$ cat config.mk
export PLATFORM = sky130hd
export DESIGN_NAME = mips_wdt_ctrl
export DESIGN_NICKNAME = d
export VERILOG_FILES = /design/src/rtl/mips_wdt_pkg.sv /design/src/rtl/mips_wdt_ctrl_counter.sv /design/src/rtl/mips_wdt_ctrl.sv
export SDC_FILE = /design/constraint.sdc
export NUM_CORES = 1
export LEC_CHECK = 0
export ABC_AREA = 1
export CORE_AREA = 4 4 90 92
export DETAILED_ROUTE_END_ITERATION = 7
export DIE_AREA = 0 0 94 96
export HOLD_SLACK_MARGIN = 0.06
export PLACE_DENSITY_LB_ADDON = 0.08
export SYNTH_ARGS = -nofsm -noshare
export SYNTH_HDL_FRONTEND = slang
export SYNTH_SLANG_ARGS = --single-unit
export TNS_END_PERCENT = 20
$ cat constraint.sdc
create_clock -name i_clk -period 1.8 [get_ports i_clk]
set_input_delay 0.18 -clock i_clk [delete_from_list [all_inputs] [get_ports i_clk]]
set_output_delay 0.18 -clock i_clk [all_outputs]
set_load 0.02 [all_outputs]
$ cat src/rtl/mips_wdt_pkg.sv
// mips_wdt_pkg: shared watchdog state encodings and default parameter values
package mips_wdt_pkg;
    typedef enum logic [1:0] {
        WDT_IDLE  = 2'b00,
        WDT_COUNT = 2'b01,
        WDT_HOLD  = 2'b10
    } wdt_state_e;
    localparam int WDT_WIDTH          = 16;
    localparam int WDT_DEFAULT_PERIOD = 1000;
    localparam int WDT_HOLD_CYCLES    = 4;
    localparam int WDT_TCNT_WIDTH     = 8;
endpackage

$ cat src/rtl/mips_wdt_ctrl_counter.sv
// wdt_load_down_counter: loadable down-counter with zero/one flags
//   clk_i, rst_ni : clock, async active-low reset (count clears to 0)
//   load_i        : load load_val_i (wins over dec_i)
//   dec_i         : decrement by one
//   cnt_o         : current count; zero_o / one_o flag cnt_o == 0 / 1
module wdt_load_down_counter #(
    parameter int W = 16
) (
    input  logic         clk_i,
    input  logic         rst_ni,
    input  logic         load_i,
    input  logic         dec_i,
    input  logic [W-1:0] load_val_i,
    output logic [W-1:0] cnt_o,
    output logic         zero_o,
    output logic         one_o
);
    logic [W-1:0] cnt_q, cnt_d;
    always_comb cnt_d = load_i ? load_val_i : dec_i ? cnt_q - W'(1) : cnt_q;
    always_ff @(posedge clk_i or negedge rst_ni)
        if (!rst_ni) cnt_q <= '0;
        else         cnt_q <= cnt_d;
    assign cnt_o  = cnt_q;
    assign zero_o = cnt_q == '0;
    assign one_o  = cnt_q == W'(1);
endmodule

$ cat src/rtl/mips_wdt_ctrl.sv
// mips_wdt_ctrl: watchdog that counts down a programmable period and pulses the CPU reset on expiry
//   i_clk, i_reset                      : clock, async active-low reset
//   i_enable                            : watchdog enable level
//   i_wait_period_w_en, i_wait_period   : period register write
//   i_kick                              : reload the running count
//   o_cpu_reset                         : HOLD_CYCLES-long reset pulse to the core
//   o_count, o_state, o_timeout_cnt     : down-counter, FSM state, saturating expiry count
module mips_wdt_ctrl
    import mips_wdt_pkg::*;
#(
    parameter int WIDTH          = WDT_WIDTH,
    parameter int DEFAULT_PERIOD = WDT_DEFAULT_PERIOD,
    parameter int HOLD_CYCLES    = WDT_HOLD_CYCLES,
    parameter int TCNT_WIDTH     = WDT_TCNT_WIDTH
) (
    input  logic                  i_clk,
    input  logic                  i_reset,
    input  logic                  i_enable,
    input  logic                  i_wait_period_w_en,
    input  logic [WIDTH-1:0]      i_wait_period,
    input  logic                  i_kick,
    output logic                  o_cpu_reset,
    output logic [WIDTH-1:0]      o_count,
    output logic [1:0]            o_state,
    output logic [TCNT_WIDTH-1:0] o_timeout_cnt
);
    localparam int HW = HOLD_CYCLES > 1 ? $clog2(HOLD_CYCLES) : 1;
    wdt_state_e            state_q;
    logic [WIDTH-1:0]      period_q;
    logic                  cpu_reset_q;
    logic [TCNT_WIDTH-1:0] tcnt_q;
    logic                  arm_ok, expire;
    logic                  cnt_load, cnt_dec, cnt_zero, cnt_one;
    logic                  hold_load, hold_dec, hold_zero, hold_one;
    logic [HW-1:0]         hold_cnt;
    logic                  unused_flags;
    assign arm_ok = i_enable && period_q != '0;
    // kick has priority over expiry, so expiry only fires on an unkicked count of 1
    assign expire = state_q == WDT_COUNT && arm_ok && !i_kick && cnt_one;
    always_comb begin
        cnt_load  = (state_q == WDT_IDLE && arm_ok) || (state_q == WDT_COUNT && arm_ok && i_kick) ||
                    (state_q == WDT_HOLD && hold_zero && arm_ok);
        cnt_dec   = state_q == WDT_COUNT && arm_ok && !i_kick && !cnt_one;
        hold_load = expire;
        hold_dec  = state_q == WDT_HOLD && !hold_zero;
    end
    wdt_load_down_counter #(.W(WIDTH)) u_main_cnt (
        .clk_i(i_clk), .rst_ni(i_reset), .load_i(cnt_load), .dec_i(cnt_dec),
        .load_val_i(period_q), .cnt_o(o_count), .zero_o(cnt_zero), .one_o(cnt_one)
    );
    wdt_load_down_counter #(.W(HW)) u_hold_cnt (
        .clk_i(i_clk), .rst_ni(i_reset), .load_i(hold_load), .dec_i(hold_dec),
        .load_val_i(HW'(HOLD_CYCLES - 1)), .cnt_o(hold_cnt), .zero_o(hold_zero), .one_o(hold_one)
    );
    assign unused_flags = cnt_zero ^ hold_one ^ ^hold_cnt;
    always_ff @(posedge i_clk or negedge i_reset) begin
        if (!i_reset) begin
            state_q     <= WDT_IDLE;
            period_q    <= WIDTH'(DEFAULT_PERIOD);
            cpu_reset_q <= 1'b0;
            tcnt_q      <= '0;
        end else begin
            if (i_wait_period_w_en) period_q <= i_wait_period;
            case (state_q)
                WDT_IDLE:  if (arm_ok) state_q <= WDT_COUNT;
                WDT_COUNT: begin
                    if (!arm_ok) state_q <= WDT_IDLE;
                    else if (expire) begin
                        state_q     <= WDT_HOLD;
                        cpu_reset_q <= 1'b1;
                        tcnt_q      <= tcnt_q + TCNT_WIDTH'(tcnt_q != '1);
                    end
                end
                WDT_HOLD: begin
                    if (hold_zero) begin
                        cpu_reset_q <= 1'b0;
                        state_q     <= arm_ok ? WDT_COUNT : WDT_IDLE;
                    end
                end
                default: state_q <= WDT_IDLE;
            endcase
        end
    end
    assign o_cpu_reset   = cpu_reset_q;
    assign o_state       = state_q;
    assign o_timeout_cnt = tcnt_q;
endmodule

==> results.md, run 1 <==
- Result of the run: completed
- Worst path most repeated cell: sky130_fd_sc_hd__buf_4
- Violation count after the first detailed-routing iteration: 65
- ANT cells: 0
- Clock network latency to the later pin of the worst-skew pair: 0.30 ns
- Top fanout value on the critical path: 5
- Dominant cell by count in the synthesized netlist: sky130_fd_sc_hd__nand2_1
- Max Clock Skew: 0.00950 ns
- Top flip-flop cell by instance count after synthesis: sky130_fd_sc_hd__dfrtp_1
- Area Growth Syn to Fin: 36.0%
- Max-cap violation count: 0
- Net Count, Synth: 318
- Wire length of the first global-routing pass: 11000 µm
- Number of antenna violations at the first check in global routing: 0
- IO Pins: 48
- Vias in the first global route: 2295
- Remaining DRCs: 0
- Power density over the cells: 946 mW/mm²
- Worst-case setup margin in the final layout: 0.116 ns
- Via count: 2213
- Hold Fails Final Rpt: 0
- Worst EP required: 1.62 ns
- Yosys warns: 0
- Average wire per standard cell: 14.0 µm
- Summed instance area of the synthesized netlist: 0.00250 mm²
- Number of standard-cell rows in the floorplan: 31
- Die extent in x: 94 µm
- DRT Pass-1 Iters: 4
- Number of nets with antenna violations after routing: 0
- Htree depth: 2
- Post-synth top area cell: sky130_fd_sc_hd__dfrtp_1
- Leakage power: 1.53 nW
- Clock transition at the register clock pins on the worst setup and hold paths after CTS: 0.09 ns
- Clk Tree Root Cell: sky130_fd_sc_hd__clkbuf_8
- Number of clock sinks: 45
- Initial cell density of the core: 34.7%
- Setup slack after placement: -0.0164 ns
- Crit Path Category: flip-flop to output port
- Longest individual stage delay on the worst path: 0.54 ns
- Startpoint Class: flip-flop
- Total CTS buffers: 5
- Area contributors post-synth: sky130_fd_sc_hd__dfrtp_1, sky130_fd_sc_hd__nand3_1, sky130_fd_sc_hd__nand2_1, sky130_fd_sc_hd__mux2_2, sky130_fd_sc_hd__dfstp_2
- Least-Margin Pin Slew: 0.433 ns
- Worst-path cell chain: buf_4 -> buf_4 -> clkdlybuf4s50_1
- Number of vias per cell after detailed routing: 4.75
- Max Clock Freq: 594 MHz
- Share of flip-flops with an asynchronous set or reset after synthesis: 100%
- Largest net degree at the start of global routing: 46
- DPL Wire Length: 4900 µm
- Shortest clock period the worst path allows after layout: 1.68 ns
- Share of cells above drive strength 1: 19.6%
- Class of the tightest hold or removal check: input pin to async pin
- Die boundary height: 96 µm
- Std-Cell Core Area: 0.00721 mm²
- Gpl congestion: 0.909
- Share of the clock period used by the worst path after layout: 93.6%
- Number of distinct standard cells referenced by the synthesized netlist: 28
- Syn Area/Cell: 8.57 µm²
- Portion of synthesized cell area occupied by the leading cell type: 39.0%
- Cell count after synthesis: 292
- CTS tree: built
- Slowest library cell on the worst path: sky130_fd_sc_hd__clkdlybuf4s50_1
- Worst ir drop on vdd: 285 µV
- Routed wire length: 6540 µm
- Synth Register Bits: 45
- Post-synth top cells: sky130_fd_sc_hd__nand2_1, sky130_fd_sc_hd__nand3_1, sky130_fd_sc_hd__dfrtp_1, sky130_fd_sc_hd__nor2_1, sky130_fd_sc_hd__inv_1
- NumNets Final: 392
- Data arrival time of the critical path: 1.50 ns
- Kind of end point of the critical path: output port
- Number of synthesized flops with an enable pin: 0
- Post-layout utilization of the core: 47.2%
- Total global routing track utilization: 15.6%
- Slew Limit Fails: 0
- Bufs on Longest Clock Path: 2
- Die ar.: 0.00902 mm²
- Setup-violating endpoint count in the final report: 0
- Gr ovfl total: 0
- Sequential share of the synthesized area: 45.3%
- Max-slew headroom: 71.1%
- Port Buffer Count: 47
-- report_power, final --
part | switching (mW) | total (mW) | internal (mW)
Combinational | 0.691 | 1.28 | 0.587
Sequential | 0.124 | 1.29 | 1.17
Clock | 0.338 | 0.652 | 0.314
Total | 1.15 | 3.22 | 2.07
-- sequential cells by signal (all words and copies together) (netlist names) --
signal and flops:
period_q 16, o_timeout_cnt 8, u_main_cnt.cnt_o 16, o_state 2, o_cpu_reset 1, u_hold_cnt.cnt_o 2
-- timing repair --
action,CTS,global route
endpoints found under the setup margin,12,23
hold endpoints to repair,39,0
hold buffers,1,0
setup buffers,0,3
gates resized for setup,1,6
pin swaps,0,1
-- metal layers --
| metal | routed length (µm) | part of all wire [%] | vias up | track usage [%] |
|---|---|---|---|---|
| met5 | 0 | 0 | - | 0 |
| met4 | 104 | 1.6 | 0 | 4.57 |
| met3 | 255 | 3.9 | 10 | 3.36 |
| met2 | 2960 | 45 | 46 | 25.3 |
| met1 | 3220 | 49 | 1053 | 20.9 |
| li1 | - | - | 1104 | - |
-- logic make-up (layout without fill, tap and decap cells) --
family / count (synthesis) / after routing / synth area share (%)
xor+xnor: 21 / 21 / 7.35
fa+ha+maj: 5 / 5 / 2.50
flops: 45 / 45 / 45.3
buf+inv: 26 / 101 / 4.50
compound gates: 6 / 6 / 1.80
simple gates: 172 / 172 / 30.9
mux: 17 / 17 / 7.65
-- per-stage QoR --
step           hold slack (ns)  setup TNS [ns]  total power, mW  area, µm²  instances
2_1_floorplan           -0.116               0             2.00       2500        292
3_3_place_gp             0.186         -0.0373             2.59       3250        454
3_5_place_dp             0.183         -0.0248             2.59       3250        454
4_1_cts                  0.404               0             3.26       3360        463
5_1_grt                  0.420        -0.00795             3.44       3410        466
6_report                 0.381               0             3.22       3410        466
-- worst max-delay path, delay by kind of cell (launching register included) --
family | cells | cell delay (ns)
flops | 1 | 0.40
buf+inv | 3 | 0.81
-- path summary, 6_finish.rpt --
kind / start / endpoint / slack, ns / cells past startpoint
worst max-delay path: o_timeout_cnt[5] / o_timeout_cnt[5] / 0.12 / 3
worst min register to register: o_cpu_reset / o_cpu_reset / 0.52 / 2
worst max register to register: period_q[0] / u_main_cnt.cnt_o[10] / 0.14 / 11
min in group i_clk: i_wait_period[2] / period_q[2] / 0.49 / 2
worst min-delay path: i_reset / u_main_cnt.cnt_o[2] / 0.38 / 3
max in group asynchronous: i_reset / period_q[8] / 1.14 / 3
-- final cells by class --
| cell class | instances | area, µm² |
|---|---|---|
| clock buffers | 8 | 90.1 |
| well taps | 99 | 124 |
| flip-flops and latches | 45 | 1130 |
| fillers | 741 | 3810 |
| inverters | 19 | 71.3 |
| multi-input cells | 221 | 1290 |
| repair buffers | 74 | 696 |
-- placed cells by master (no fill, tap or decap), types with 3 or more instances in the layout --
cell type                         count
sky130_fd_sc_hd__xor2_1              14
sky130_fd_sc_hd__nand3_1             51
sky130_fd_sc_hd__nand2_1             67
sky130_fd_sc_hd__nand3_2              3
sky130_fd_sc_hd__dfstp_2              6
sky130_fd_sc_hd__ha_1                 4
sky130_fd_sc_hd__dfrtp_1             39
sky130_fd_sc_hd__xnor2_1              7
sky130_fd_sc_hd__clkbuf_8             6
sky130_fd_sc_hd__inv_1               18
sky130_fd_sc_hd__buf_4               24
sky130_fd_sc_hd__nor2_2               4
sky130_fd_sc_hd__clkdlybuf4s50_1     46
sky130_fd_sc_hd__mux2_2              17
sky130_fd_sc_hd__nor2_1              36
No activity file was read; power rests on OpenSTA's default activity.
==> run 2, diff against run 1 <==
DONT_BUFFER_PORTS = 1   (was not set)
GPL_ROUTABILITY_DRIVEN = 0   (was not set)
==> run 2 against run 1 <==
Against the previous run:
- maximum frequency up 0.28%
- worst setup slack improved by 0.0047 ns
- wire length rose by 5.5%
- final area is 0.33% higher
- final cell count is 0.64% higher
- register-to-register slack worse by 0.02 ns
- critical path depth increased by 6
- die area stayed put
- largest power group unchanged
- highest routed layer unchanged
==> results.md, run 2 (synthesis results as in run 1) <==
- Power consumption: 3.15 mW (was 3.22 mW)
- Share of cells above drive strength 1: 24.9% (was 19.6%)
- Most common library cell in the layout ignoring fill and taps: sky130_fd_sc_hd__nand2_1 (unchanged)
- Clock transition at the register clock pins on the worst setup and hold paths after CTS: 0.09 ns (about the same)
- Filler cell count: 752 (was 741)
- Power density over the cells: 921 mW/mm² (was 946 mW/mm²)
- Slew Limit Fails: 0 (unchanged)
- Number of cell instances on the worst register-to-register path: 9 (was 11)
- Htree depth: 2 (unchanged)
- Crit Path Category: flip-flop to flip-flop (was flip-flop to output port)
- Max Clock Skew: 0.0140 ns (was 0.00950 ns)
- Gr ovfl total: 0 (unchanged)
- Die extent in x: 94 µm (unchanged)
- Average wire per standard cell: 14.7 µm (was 14.0 µm)
- Setup slack after placement: -0.303 ns (was -0.0164 ns)
- Worst-case setup margin in the final layout: 0.121 ns (was 0.116 ns)
- Bufs on Longest Clock Path: 2 (unchanged)
- Vias in the first global route: 2333 (was 2295)
- Least-Margin Pin Slew: 0.287 ns (was 0.433 ns)
- Data arrival time of the critical path: 1.90 ns (was 1.50 ns)
- Max-slew headroom: 80.9% (was 71.1%)
- Shortest clock period the worst path allows after layout: 1.68 ns (about the same)
- ANT cells: 0 (unchanged)
- Total global routing track utilization: 16.7% (was 15.6%)
- Largest net degree at the start of global routing: 46 (unchanged)
- Total CTS buffers: 5 (unchanged)
- Class of the tightest hold or removal check: input pin to flip-flop (was input pin to async pin)
- Remaining DRCs: 0 (unchanged)
- Max Clock Freq: 595 MHz (was 594 MHz)
- Hold path startpoint: i_kick
- Worst ir drop on vdd: 346 µV (was 285 µV)
- Top fanout value on the critical path: 3 (was 5)
- Initial cell density of the core: 34.7% (unchanged)
- Violation count after the first detailed-routing iteration: 109 (was 65)
- Final non-filler cell total: 469 (was 466)
- Clock network latency to the later pin of the worst-skew pair: 0.30 ns (about the same)
- Port Buffer Count: 0 (was 47)
- Worst EP required: 2.02 ns (was 1.62 ns)
- Share of the clock period used by the worst path after layout: 93.3% (was 93.6%)
- Unrepaired setup endpoints after global routing: yes
- Leakage power: 1.57 nW (was 1.53 nW)
- NumNets Final: 395 (was 392)
- Instance count after placement with tap cells included: 424 (was 454)
- Area Growth Syn to Fin: 36.5% (was 36.0%)
- Number of standard-cell rows in the floorplan: 31 (unchanged)
- Number of antenna violations at the first check in global routing: 0 (unchanged)
- Number of nets with antenna violations after routing: 0 (unchanged)
- Routed wire length: 6890 µm (was 6540 µm)
- Sum Neg Setup Slack: 0 ns (unchanged)
- Number of vias per cell after detailed routing: 4.69 (was 4.75)
- Setup-violating endpoint count in the final report: 0 (unchanged)
- DPL Wire Length: 5020 µm (was 4900 µm)
- Setup slack, reg-to-reg: 0.12 ns (was 0.14 ns)
- Final worst hold slack: 0.155 ns (was 0.381 ns)
- DRT Pass-1 Iters: 4 (unchanged)
- CTS tree: built (unchanged)
- Kind of end point of the critical path: flip-flop (was output port)
- IO Pins: 48 (unchanged)
- Endpoint of the lowest-slack register-to-register path: o_timeout_cnt[7] (was u_main_cnt.cnt_o[10])
- Std-Cell Core Area: 0.00721 mm² (unchanged)
- Max-cap violation count: 0 (unchanged)
- Number of instances on the worst hold path: 3
- Clk Tree Root Cell: sky130_fd_sc_hd__clkbuf_8 (unchanged)
- Die boundary height: 96 µm (unchanged)
- Worst r2r src: o_timeout_cnt[1] (was period_q[0])
- Hold Fails Final Rpt: 0 (unchanged)
- Worst min-delay path endpoint: o_state[1]
- Commonest cells after routing, fill and taps aside: sky130_fd_sc_hd__nand2_1, sky130_fd_sc_hd__nand3_1, sky130_fd_sc_hd__buf_4 (was sky130_fd_sc_hd__nand2_1, sky130_fd_sc_hd__nand3_1, sky130_fd_sc_hd__clkdlybuf4s50_1)
- Via count: 2201 (was 2213)
- Number of clock sinks: 45 (unchanged)
- Wire length of the first global-routing pass: 11600 µm (was 11000 µm)
- Startpoint Class: flip-flop (unchanged)
- Die ar.: 0.00902 mm² (unchanged)
- Result of the run: completed (unchanged)
[run 2: final cells by class]
type / count / area (µm²) / area share (%)
clock buffers: 5 / 68.8 / 2.01
multi-input cells: 221 / 1300 / 37.9
well taps: 99 / 124 / 3.63
flip-flops and latches: 45 / 1130 / 33.2
inverters: 19 / 71.3 / 2.09
repair buffers: 77 / 706 / 20.7
clock inverters: 3 / 17.5 / 0.513
[run 2: worst max-delay path by stage]
| stage | startpoint | slack, ns | end | cells after the start |
|---|---|---|---|---|
| CTS | u_main_cnt.cnt_o[2] | 0.006 | u_main_cnt.cnt_o[10] | 7 |
| global placement | period_q[5] | -0.26 | o_timeout_cnt[2] | 9 |
| floorplan | o_timeout_cnt[3] | 0.08 | o_timeout_cnt[7] | 9 |
| finish | o_timeout_cnt[1] | 0.12 | o_timeout_cnt[7] | 9 |
| global route | period_q[3] | -0.001 | o_timeout_cnt[1] | 11 |
| detailed placement | period_q[3] | -0.30 | o_timeout_cnt[2] | 9 |
[run 2: stage by stage]
step	util, %	instance area, µm²
6_report	47.4	3420
3_3_place_gp	40.0	2890
5_1_grt	47.4	3420
3_5_place_dp	40.0	2890
2_1_floorplan	-	2500
4_1_cts	46.6	3360
[run 2: layer usage]
| layer | track usage, % | vias to the layer above | share of wire, % |
|---|---|---|---|
| met2 | 27.4 | 48 | 48 |
| met5 | 0 | - | 0 |
| met4 | 4.57 | 0 | 1.0 |
| met1 | 21.9 | 1034 | 45 |
| met3 | 4.14 | 6 | 5.6 |
| li1 | - | 1113 | - |
[run 2: worst max-delay path: stages, from the launching register on]
cell                      delay (ns)
sky130_fd_sc_hd__dfrtp_1        0.36
sky130_fd_sc_hd__inv_1          0.06
sky130_fd_sc_hd__nor4_2         0.29
sky130_fd_sc_hd__nand3_1        0.12
sky130_fd_sc_hd__ha_2           0.20
sky130_fd_sc_hd__and3_4         0.19
sky130_fd_sc_hd__nand4_1        0.09
sky130_fd_sc_hd__xor2_1         0.16
sky130_fd_sc_hd__nand2_1        0.06
sky130_fd_sc_hd__o21ai_0        0.08
[run 2: repair_timing]
item	in CTS	in global routing
hold buffers	34	0
endpoints found under the hold margin	61	0
endpoints found under the setup margin	25	27
buffers inserted	1	2
gates resized for setup	4	5
pin swaps	1	4
[run 2: report_power, final]
group	total (mW)	internal (mW)	switching, mW
clock	0.637	0.269	0.368
combinational	1.24	0.528	0.711
sequential	1.27	1.17	0.103
total	3.15	1.96	1.18
==> run 3, diff against run 2 <==
CAP_MARGIN = 15   (was not set)
==> results of run 3 <==
Same layout as run 2: the final DEF is identical, and so are final timing and power.
